**src/rtl/perf_pkg.sv**
```systemverilog
// Shared types and constants for the multi-channel performance monitor.
package perf_pkg;

    typedef enum logic [1:0] {
        IDLE    = 2'd0,
        RUNNING = 2'd1,
        DONE    = 2'd2
    } perf_state_t;

    localparam int EV_CYCLE     = 0;
    localparam int EV_INSTR     = 1;
    localparam int EV_WRITE     = 2;
    localparam int EV_STALL     = 3;
    localparam int MAX_CHANNELS = 4;

    // Select-port width that stays legal when only one item exists.
    function automatic int sel_width(input int n);
        return (n > 1) ? $clog2(n) : 1;
    endfunction

endpackage

```
**src/rtl/perf_channel_counter.sv**
```systemverilog
// One event counter with optional saturation and a sticky overflow flag.
module perf_channel_counter
    import perf_pkg::*;
#(
    parameter int COUNT_WIDTH = 32,
    parameter bit SATURATE    = 1'b1
) (
    input  logic                   clk,
    input  logic                   srst,
    input  logic                   en,
    input  logic                   ev,
    output logic [COUNT_WIDTH-1:0] count,
    output logic                   overflow
);

    logic [COUNT_WIDTH-1:0] count_q, count_d;
    logic                   ovf_q, ovf_d;

    always_comb begin
        count_d = count_q;
        ovf_d   = ovf_q;
        if (en && ev) begin
            if (&count_q) begin
                ovf_d = 1'b1;
                if (!SATURATE) begin
                    count_d = '0;
                end
            end else begin
                count_d = count_q + COUNT_WIDTH'(1);
            end
        end
    end

    always_ff @(posedge clk) begin
        if (srst) begin
            count_q <= '0;
            ovf_q   <= 1'b0;
        end else begin
            count_q <= count_d;
            ovf_q   <= ovf_d;
        end
    end

    assign count    = count_q;
    assign overflow = ovf_q;

endmodule

```
**src/rtl/perf_monitor.sv**
```systemverilog
// PC-windowed multi-event performance monitor with a registered hex-nibble readout.
module perf_monitor
    import perf_pkg::*;
#(
    parameter int PC_WIDTH         = 12,
    parameter int START_PC         = 0,
    parameter int FINAL_PC         = 129,
    parameter int NUM_CHANNELS     = 4,
    parameter int NUMBER_OF_DIGITS = 8,
    parameter bit SATURATE         = 1'b1,
    localparam int COUNT_WIDTH     = 4 * NUMBER_OF_DIGITS,
    localparam int DIGIT_SEL_W     = sel_width(NUMBER_OF_DIGITS)
) (
    input  logic                    CLK_50,
    input  logic                    reset,
    input  logic [PC_WIDTH-1:0]     pc,
    input  logic                    write_m,
    input  logic                    clear,
    input  logic [1:0]              sel_channel,
    input  logic [DIGIT_SEL_W-1:0]  sel_digit,
    output logic [3:0]              digit,
    output logic [1:0]              state,
    output logic                    done,
    output logic [NUM_CHANNELS-1:0] overflow
);

    localparam logic [PC_WIDTH-1:0] START_V = PC_WIDTH'(START_PC);
    localparam logic [PC_WIDTH-1:0] FINAL_V = PC_WIDTH'(FINAL_PC);

    perf_state_t                                 state_q;
    logic [PC_WIDTH-1:0]                         prev_pc_q;
    logic [3:0]                                  digit_q, digit_d;
    logic [MAX_CHANNELS-1:0]                     events;
    logic                                        count_en;
    logic                                        chan_srst;
    logic [MAX_CHANNELS-1:0][COUNT_WIDTH-1:0]    counts;

    always_comb begin
        events           = '0;
        events[EV_CYCLE] = 1'b1;
        events[EV_INSTR] = (pc != prev_pc_q);
        events[EV_WRITE] = write_m;
        events[EV_STALL] = (pc == prev_pc_q);
    end

    // The start and finish cycles themselves are counted; clear suppresses both.
    always_comb begin
        count_en = 1'b0;
        if (!clear) begin
            case (state_q)
                IDLE:    count_en = (pc == START_V);
                RUNNING: count_en = 1'b1;
                default: count_en = 1'b0;
            endcase
        end
    end

    assign chan_srst = reset | clear;

    for (genvar gi = 0; gi < MAX_CHANNELS; gi++) begin : g_ch
        if (gi < NUM_CHANNELS) begin : g_on
            perf_channel_counter #(
                .COUNT_WIDTH (COUNT_WIDTH),
                .SATURATE    (SATURATE)
            ) u_cnt (
                .clk      (CLK_50),
                .srst     (chan_srst),
                .en       (count_en),
                .ev       (events[gi]),
                .count    (counts[gi]),
                .overflow (overflow[gi])
            );
        end else begin : g_off
            logic unused_ev;
            assign unused_ev  = events[gi];
            assign counts[gi] = '0;
        end
    end

    always_comb begin
        digit_d = 4'h0;
        if (int'(sel_channel) < NUM_CHANNELS && int'(sel_digit) < NUMBER_OF_DIGITS) begin
            digit_d = 4'(counts[sel_channel] >> (4 * int'(sel_digit)));
        end
    end

    always_ff @(posedge CLK_50) begin
        if (reset) begin
            state_q   <= IDLE;
            digit_q   <= 4'h0;
            prev_pc_q <= '0;
        end else begin
            prev_pc_q <= pc;
            if (clear) begin
                state_q <= IDLE;
                digit_q <= 4'h0;
            end else begin
                digit_q <= digit_d;
                case (state_q)
                    IDLE: begin
                        if (pc == START_V) begin
                            state_q <= (START_V == FINAL_V) ? DONE : RUNNING;
                        end
                    end
                    RUNNING: begin
                        if (pc == FINAL_V) begin
                            state_q <= DONE;
                        end
                    end
                    DONE:    state_q <= DONE;
                    default: state_q <= IDLE;
                endcase
            end
        end
    end

    assign state = state_q;
    assign done  = (state_q == DONE);
    assign digit = digit_q;

endmodule

```
**config.mk**
```make
export PLATFORM = sky130hd
export DESIGN_NAME = perf_monitor
export DESIGN_NICKNAME = d
export VERILOG_FILES = /design/src/rtl/perf_pkg.sv /design/src/rtl/perf_channel_counter.sv /design/src/rtl/perf_monitor.sv
export SDC_FILE = /design/constraint.sdc
export NUM_CORES = 1
export LEC_CHECK = 0
export ABC_AREA = 1
export BUFFER_PORTS_ARGS = -buffer_cell sky130_fd_sc_hd__buf_2
export CAP_MARGIN = 10
export CORE_UTILIZATION = 58
export CTS_CLUSTER_DIAMETER = 50
export DETAILED_ROUTE_END_ITERATION = 10
export PLACE_DENSITY_LB_ADDON = 0.2
export SYNTH_ARGS = -nofsm -noshare
export SYNTH_HDL_FRONTEND = slang
export SYNTH_SLANG_ARGS = --single-unit
export TNS_END_PERCENT = 50
```
**constraint.sdc**
```tcl
create_clock -name CLK_50 -period 2.05 [get_ports CLK_50]
set_clock_uncertainty 0.2 [all_clocks]
set_input_delay 0.41 -clock CLK_50 [delete_from_list [all_inputs] [get_ports CLK_50]]
set_output_delay 0.41 -clock CLK_50 [all_outputs]
set_load 0.01 [all_outputs]
```
After elaboration in Yosys (flattened, before gate mapping)
Index checks and enable logic that the tools add are counted.
Storage, ports and cells
  bits in registers: 150
  input bits: 21
  output and inout bits: 11
  word-level logic and storage cells: 55
Cells by class
  $add $sub $neg: 4
  magnitude comparators: 1
  equality and inequality tests: 7
  shifts and indexed selects: 1
  muxes and demuxes: 7
  bitwise logic cells: 5
  reduce and logical (&&, ||, !) cells: 19
Operator list (number)
  $reduce_and A33 Y1: 4
  $add A32 B1 Y32 const B: 4
  $reduce_and A32 Y1: 4
  $bmux W32 S2: 1
  $mux W32: 1
  $shr A32 B5 Y4: 1
  $eq A12 B12 Y1: 1
  $eq A12 B8 Y1 const B: 1
  $logic_not A12 Y1: 1
  $ne A12 B12 Y1: 1
  $reduce_and A2 Y1: 5
  $pmux W2 S3: 1
  $mux W2: 2
  $ne A2 B2 Y1 const B: 2
  $not A1 Y1: 4
  $logic_and A1 B1 Y1: 3
  $lt A2 B3 Y1 const B: 1
  $eq A2 B1 Y1 const B: 1
  $eq A2 B2 Y1 const B: 1
  $logic_not A2 Y1: 1
  $pmux W1 S2: 1
  $reduce_or A2 Y1: 1
  $mux W1: 1
  $or A1 B1 Y1: 1

Depth between registers and ports, before layout
Gate-level depths: netlist of run 1.
  depth after elaboration: 5
  depth in mapped cells: 13
  gate-level depth less buffers: 11

Cells and area by module
From an unflattened synthesis of run 1, not the netlist that was laid out.
Unflattened totals
  cell total of the unflattened synthesis: 1804
  area, all modules: 10876.7 sq um
By module, submodules not included
  perf_channel_counter: instances 4, cells each 349, area an instance 2189.6 sq um, seq. area each 660.6 sq um
  perf_monitor: instances 1, cells each 408, area an instance 2118.3 sq um, seq. area each 360.3 sq um

Worst setup path before layout of run 1
OpenSTA, ideal clock, no wires.
  path type: register to register
  start point: register g_ch[1].g_on.u_cnt.count_q[0]
  end point: register g_ch[1].g_on.u_cnt.count_q[25]
  library setup time: 0.070 ns
  arrival: 1.693 ns
  data required time: 1.780 ns
  setup slack: 0.087 ns
  cell stages (with the launch flop): 11
  path buffers: 1
  period minus slack after synthesis: 1.963 ns
  cells stage by stage: dfxtp_1 ha_1 nand2_1 nor2_2 nand3_1 nor2_1 nand3_2 nand3_2 buf_4 nand2_1 a21oi_1
Between the ends
  word-level cells in the longest chain between the ends: 3
  elaborated cells on any way between the ends: 4
  those cells by class: 1 x add/sub; 1 x bitwise; 2 x reduce/logical
Ends and longest elaborated chain
  start, declared: RTL line perf_channel_counter.sv:16  | logic [COUNT_WIDTH-1:0] count_q, count_d;
  start signal, assigned: RTL line perf_channel_counter.sv:39  | count_q <= count_d;
  parallel branches: the longest is 3 deep, another holds $add A32 B1 Y32
Parallel ways; which one is timed is not known.
A chain may end at the register's enable or synchronous reset.

Final worst setup path of run 1
  start point: register g_ch[2].g_on.u_cnt.count_q[0]
  end point: register g_ch[2].g_on.u_cnt.count_q[6]
Between the ends
  word-level cells in the longest chain between the ends: 3
  elaborated cells on any way between the ends: 4
  those cells by class: 1 x add/sub; 1 x bitwise; 2 x reduce/logical
Ends and longest elaborated chain (RTL line)
  start, declared: perf_channel_counter.sv:16
  start signal, assigned: perf_channel_counter.sv:39
  parallel branches: the longest is 3 deep, another holds $add A32 B1 Y32
Parallel ways; which one is timed is not known.

==> results of run 1 <==
==> stage by stage <==
step,cells,setup WS [ns],utilization [%]
2_1_floorplan,1786,0.0866,-
3_3_place_gp,2109,-0.00583,67.5
3_5_place_dp,2109,-0.124,67.5
4_1_cts,2141,0.0647,70.8
5_1_grt,2150,-0.0390,72.2
6_report,2151,0.0768,72.3
==> layout make-up <==
class | instances | area, sq um
antenna | 1 | 2.50
clock buffer | 21 | 460
clock inverter | 11 | 125
fill | 1522 | 4870
inverter | 123 | 464
multi-input combinational | 1435 | 6780
sequential | 150 | 3010
tap | 225 | 282
timing repair buffer | 185 | 1550
==> worst paths after layout <==
check	start	to	cells after the start	slack (ns)
worst max register to register	g_ch[2].g_on.u_cnt.count[0]$_SDFFE_PP0P_	g_ch[2].g_on.u_cnt.count[6]$_SDFFE_PP0P_	10	0.08
worst min register to register	g_ch[3].g_on.u_cnt.overflow$_SDFFE_PP0P_	g_ch[3].g_on.u_cnt.overflow$_SDFFE_PP0P_	2	0.25
worst min-delay path	pc[10]	prev_pc_q[10]$_SDFF_PP0_	3	0.004
worst max-delay path	g_ch[2].g_on.u_cnt.count[0]$_SDFFE_PP0P_	g_ch[2].g_on.u_cnt.count[6]$_SDFFE_PP0P_	10	0.08
==> worst register-to-register path: stages (launching register included) <==
cell,delay [ns]
dfxtp_2,0.33
ha_1,0.16
nand2_1,0.09
nor2_2,0.15
nand3_2,0.15
nor2_4,0.18
nand3b_1,0.13
nand3_4,0.12
buf_12,0.16
nand2_1,0.06
a21oi_1,0.15
==> power groups by stage <==
stage / sequential [W] / clock, W / combinational (W)
2_1_floorplan: 0.00300 / 0 / 0.000228
3_3_place_gp: 0.00300 / 0 / 0.000383
3_5_place_dp: 0.00300 / 0 / 0.000384
4_1_cts: 0.00294 / 0.00319 / 0.000385
5_1_grt: 0.00294 / 0.00331 / 0.000426
6_report: 0.00294 / 0.00319 / 0.000395
==> state kept, by name, indices dropped and copies added, names as in the netlist <==
name and flops:
digit 4, g_ch.g_on.u_cnt.count 128, g_ch.g_on.u_cnt.overflow 4, prev_pc_q 12, state 2
==> Yosys cell counts (all sizes together) <==
| master | number | area [sq um] |
|---|---|---|
| a21oi | 172 | 872 |
| ha | 8 | 100 |
| clkbuf | 45 | 169 |
| nand2 | 632 | 2390 |
| o21ai | 68 | 340 |
| xnor2 | 22 | 193 |
| buf | 33 | 253 |
| o22ai | 1 | 6.26 |
| nor3 | 29 | 150 |
| nand3b | 30 | 225 |
| nand4 | 25 | 163 |
| o221ai | 6 | 52.6 |
| xor2 | 46 | 403 |
| nor2 | 255 | 1020 |
| o211ai | 8 | 60.1 |
| dfxtp | 150 | 3000 |
| inv | 123 | 462 |
| nand3 | 132 | 691 |
| nor4 | 1 | 6.26 |
==> timing repair <==
| item | CTS | global route |
|---|---|---|
| gates resized for setup | 0 | 33 |
| endpoints found under the setup margin | 0 | 97 |
| buffers inserted | 0 | 5 |
| hold endpoints to repair | 0 | 0 |
==> logic make-up (layout without fill, tap and decap cells) <==
kind of cell | count (synthesis) | in the layout | share of synthesized area [%]
DFF | 150 | 150 | 28.4
xor gates and xnor gates | 68 | 68 | 5.64
AOI/OAI and AO/OA | 255 | 255 | 12.6
buffers and inverters | 201 | 340 | 8.37
adders and majority gates | 8 | 8 | 0.948
other | 0 | 1 | 0
and+or+nand+nor | 1104 | 1104 | 44.0
==> layer usage <==
layer / wire (um) / GRT usage (%) / up-vias
met4: 1280 / 14.6 / 0
met5: 0 / 0 / -
li1: - / - / 5989
met1: 15300 / 51.1 / 5583
met2: 15900 / 60.4 / 653
met3: 3290 / 5.67 / 114
==> flow_metrics.env, run 1 <==
export IMPL_status="finished clean"
export IMPL_synth_seq_cells=150
export IMPL_synth_yosys_warnings=0
export IMPL_critPathBufInv=1
export IMPL_grt_max_degree=64
export IMPL_cp_slowest_stage_delay_ns=0.33
export IMPL_drtAntennaViolNets=0
export IMPL_power_density_mw_per_mm2=515
export IMPL_path_clk_slew_ns=0.07
export IMPL_drc=0
export IMPL_drive_above_1_share_pct=14.1
export IMPL_wl_per_cell_um=16.6
export IMPL_cts_htree_levels=4
export IMPL_report_final_slew_viol_count=0
export IMPL_slew_limit_headroom_pct=69.2
export IMPL_fin_area_sq_mm=0.0127
export IMPL_final_common_cell="nand2_1"
export IMPL_endpoint_kind="register"
export IMPL_p_clk_share_pct=48.9
export IMPL_cp_start_kind="register"
export IMPL_dieHeight_um=137
export IMPL_place_area_sq_mm=0.0118
export IMPL_nets=1941
export IMPL_internal_power_w=0.00493
export IMPL_cts_made_buffers=17
export IMPL_final_setup_tns_ns=0
export IMPL_ios=32
export IMPL_fp_dieW_um=137
export IMPL_crit_arrival_ns=2.13
export IMPL_crit_type="register to register"
export IMPL_clock_path_buffers=2
export IMPL_synth_cells=1786
export IMPL_leakage_nw=4.68
export IMPL_cp_data_required_time_ns=2.21
export IMPL_detail_route_iter0_violations=1657
export IMPL_vias=12300
export IMPL_antenna_found_initial=1
export IMPL_overflow=0
export IMPL_hold_slack_ns=0.00388
export IMPL_clkSinkCount=150
export IMPL_first_global_vias=10800
export IMPL_core_area_sq_mm=0.0175
export IMPL_initial_core_util_pct=60.2
export IMPL_synthDistinctLibCells=32
export IMPL_swShare_pct=24.5
export IMPL_synth_net_count=1815
export IMPL_min_period_over_period_pct=96.3
export IMPL_power_total_w=0.00653
export IMPL_tritoncts="done"
export IMPL_ys_seq_area_share_pct=28.4
export IMPL_grt_pass1_wl_um=54800
export IMPL_clock_fmax_ghz=0.507
export IMPL_dp_hpwl_um=25900
export IMPL_holdBufCountCts=0
export IMPL_die_area_sq_mm=0.0187
export IMPL_peakVddDrop_uv=635
export IMPL_clock_latency_ns=0.44
export IMPL_avgSynthCellArea_sq_um=5.91
export IMPL_p_switching_w=0.00160
export IMPL_tightest_slew_ns=0.462
export IMPL_synthesis_area_sq_mm=0.0106
export IMPL_drt_total_wl_um=35800
export IMPL_crit_fanout=16
export IMPL_drtPass1Iterations=6
export IMPL_pwr_share_comb_pct=6.1
export IMPL_seqPwrFrac_pct=45.0
export IMPL_period_minus_slack_ns=1.97
export IMPL_cp_common_cell="nand2_1"
export IMPL_hold_violations=0
export IMPL_cap_violations=0
export IMPL_viasPerCell=5.74
export IMPL_final_cell_mix="nand2_1 (623), nor2_1 (239), a21oi_1 (169)"
export IMPL_grt_usage_pct=37.8
export IMPL_min_path_type="input port to register"
export IMPL_crit_family="simple AND/OR/NAND/NOR gates"
export IMPL_clock_root_buffer="clkbuf_16"
export IMPL_final_setup_viol_count=0
export IMPL_routabilityCongestion=0.994
export IMPL_crit_chain="ha_1, nand2_1, nor2_2, nand3_2, nor2_4, nand3b_1, nand3_4, buf_12, nand2_1, a21oi_1"
export IMPL_rows=48
export IMPL_io_buffers=31
export IMPL_synthToLayoutAreaGrowth_pct=20.0
export IMPL_slowest_stage="dfxtp_2"
Power figures use the tool's default switching activity.
==> run 2, diff against run 1 <==
Settings changed: CORE_UTILIZATION 58 to 60, RECOVER_POWER set to 25.
Clock period 2.05 ns to 1.95 ns, I/O delays scaled along.
==> flow_metrics.env, run 2 (synthesis gave the netlist of run 1 again) <==
export IMPL_largest_reg_flops=128
export IMPL_crit_family="simple AND/OR/NAND/NOR gates"
export IMPL_fin_ws_ns=-0.0241
export IMPL_cts_htree_levels=4
export IMPL_clock_root_buffer="clkbuf_16"
export IMPL_core_area_sq_mm=0.0172
export IMPL_first_global_vias=10900
export IMPL_clock_fmax_ghz=0.507
export IMPL_fin_util_pct=77.2
export IMPL_antenna_found_initial=1
export IMPL_fin_cells=2189
export IMPL_cp_common_cell="nand2_1"
export IMPL_nets=1980
export IMPL_clock_latency_ns=0.44
export IMPL_crit_type="register to register"
export IMPL_synthToLayoutAreaGrowth_pct=26.0
export IMPL_tritoncts="done"
export IMPL_grt_max_degree=69
export IMPL_fp_dieW_um=135
export IMPL_final_cell_mix="nand2_1 (616), nor2_1 (217), a21oi_1 (164)"
export IMPL_dieHeight_um=135
export IMPL_rsz0062_at_grt="yes"
export IMPL_critPathBufInv=1
export IMPL_drtPass1Iterations=6
export IMPL_peakVddDrop_uv=626
export IMPL_leakage_nw=4.88
export IMPL_cp_slowest_stage_delay_ns=0.39
export IMPL_wl_per_cell_um=17.3
export IMPL_dp_hpwl_um=26500
export IMPL_placedCellCount=2140
export IMPL_die_area_sq_mm=0.0181
export IMPL_detail_route_iter0_violations=1687
export IMPL_routabilityCongestion=1.03
export IMPL_tightest_slew_ns=0.560
export IMPL_cp_data_required_time_ns=2.11
export IMPL_final_setup_viol_count=1
export IMPL_endpoint_kind="register"
export IMPL_vias=12800
export IMPL_min_path_type="input port to register"
export IMPL_hold_violations=0
export IMPL_final_common_cell="nand2_1"
export IMPL_io_buffers=31
export IMPL_grt_pass1_wl_um=55100
export IMPL_drive_above_1_share_pct=18.0
export IMPL_crit_chain="nand2_1, nor2_1, nand2_2, nor2_4, nand4_4, nand3_4, clkbuf_16, nand2_1, a21oi_1"
export IMPL_viasPerCell=5.86
export IMPL_drtAntennaViolNets=0
export IMPL_ios=32
export IMPL_violations="negative setup slack"
export IMPL_clock_path_buffers=2
export IMPL_crit_arrival_ns=2.14
export IMPL_slowest_stage="dfxtp_1"
export IMPL_overflow=0
export IMPL_crit_fanout=15
export IMPL_grt_usage_pct=38.9
export IMPL_slew_limit_headroom_pct=62.7
export IMPL_n_fill_cell=1381
export IMPL_min_period_over_period_pct=101
export IMPL_report_final_slew_viol_count=0
export IMPL_antennaDiodeCount=0
export IMPL_cap_violations=0
export IMPL_initial_core_util_pct=61.3
export IMPL_drt_total_wl_um=38000
export IMPL_status="finished, violations left"
export IMPL_rows=48
export IMPL_power_density_mw_per_mm2=502
export IMPL_path_clk_slew_ns=0.06
export IMPL_cts_made_buffers=17
export IMPL_period_minus_slack_ns=1.97
export IMPL_drc=0
export IMPL_cp_start_kind="register"
export IMPL_clkSinkCount=150
==> run 2: cell types whose count changed in the layout (fill, tap and decap cells not counted), sizes merged <==
cell | before | now
clkbuf | 25 | 43
buf | 181 | 197
dlygate4sd3 | 0 | 3
clkinvlp | 2 | 4
bufinv | 2 | 1
clkinv | 6 | 7
diode | 1 | 0
==> run 2: final cells by class <==
cell class | count | area, sq um | share of cell area [%]
Clock buffer | 19 | 443 | 3.33
Clock inverter | 13 | 108 | 0.809
Inverter | 123 | 467 | 3.51
Multi-Input combinational cell | 1435 | 7000 | 52.6
Sequential cell | 150 | 3030 | 22.8
Tap cell | 225 | 282 | 2.12
Timing Repair Buffer | 224 | 1970 | 14.8
==> run 2: path summary, 6_finish.rpt <==
kind	endpoint	cells after the start	from	slack [ns]
worst max register to register	g_ch[3].g_on.u_cnt.count[16]$_SDFFE_PP0P_	9	g_ch[3].g_on.u_cnt.count[4]$_SDFFE_PP0P_	-0.02
worst max-delay path	g_ch[3].g_on.u_cnt.count[16]$_SDFFE_PP0P_	9	g_ch[3].g_on.u_cnt.count[4]$_SDFFE_PP0P_	-0.02
worst min-delay path	prev_pc_q[6]$_SDFF_PP0_	3	pc[6]	0.005
worst min register to register	g_ch[1].g_on.u_cnt.overflow$_SDFFE_PP0P_	2	g_ch[1].g_on.u_cnt.overflow$_SDFFE_PP0P_	0.25
==> run 2: power by group <==
part           total (W)  internal [W]  leakage (nW)  switching [W]
Combinational   0.000442      0.000162          3.40       0.000280
Sequential       0.00309       0.00308          1.22     0.00000749
Clock            0.00315       0.00177         0.265        0.00138
==> run 2: worst register-to-register path: cells and delay by family, from the launching register on <==
| family | cells | cell delay, ns |
|---|---|---|
| AO/OA/AOI/OAI | 1 | 0.18 |
| buffers and inverters | 1 | 0.19 |
| flip-flops | 1 | 0.39 |
| AND/OR/NAND/NOR | 7 | 0.94 |
==> run 2: through the flow <==
stage                     hold WS (ns)  power [W]  area [sq um]  setup TNS, ns  setup WS [ns]
after floorplan                  0.230    0.00340         10600              0        0.00633
after global placement           0.234    0.00358         12100          -6.69        -0.0891
after global routing            0.0286    0.00684         13300          -2.75         -0.102
after CTS                      0.00653    0.00668         12700              0        0.00611
final                          0.00497    0.00668         13300        -0.0241        -0.0241
after detailed placement         0.238    0.00358         12100         -14.33         -0.178
==> run 2: repair_timing <==
action	CTS	global route
hold buffers	3	0
buffers inserted	2	2
resized for setup	11	105
endpoints found under the setup margin	55	130
endpoints found under the hold margin	3	0
gates cloned	0	10
pin swaps	1	21
==> run 2: routing by layer <==
layer	routed length, um	up-vias	part of all wire [%]	track usage [%]
met5	8	-	0.021	0
met2	17000	766	45	61.2
met1	15200	5831	40	53.0
met3	4040	146	11	5.11
met4	1690	2	4.5	17.5
li1	-	6087	-	-
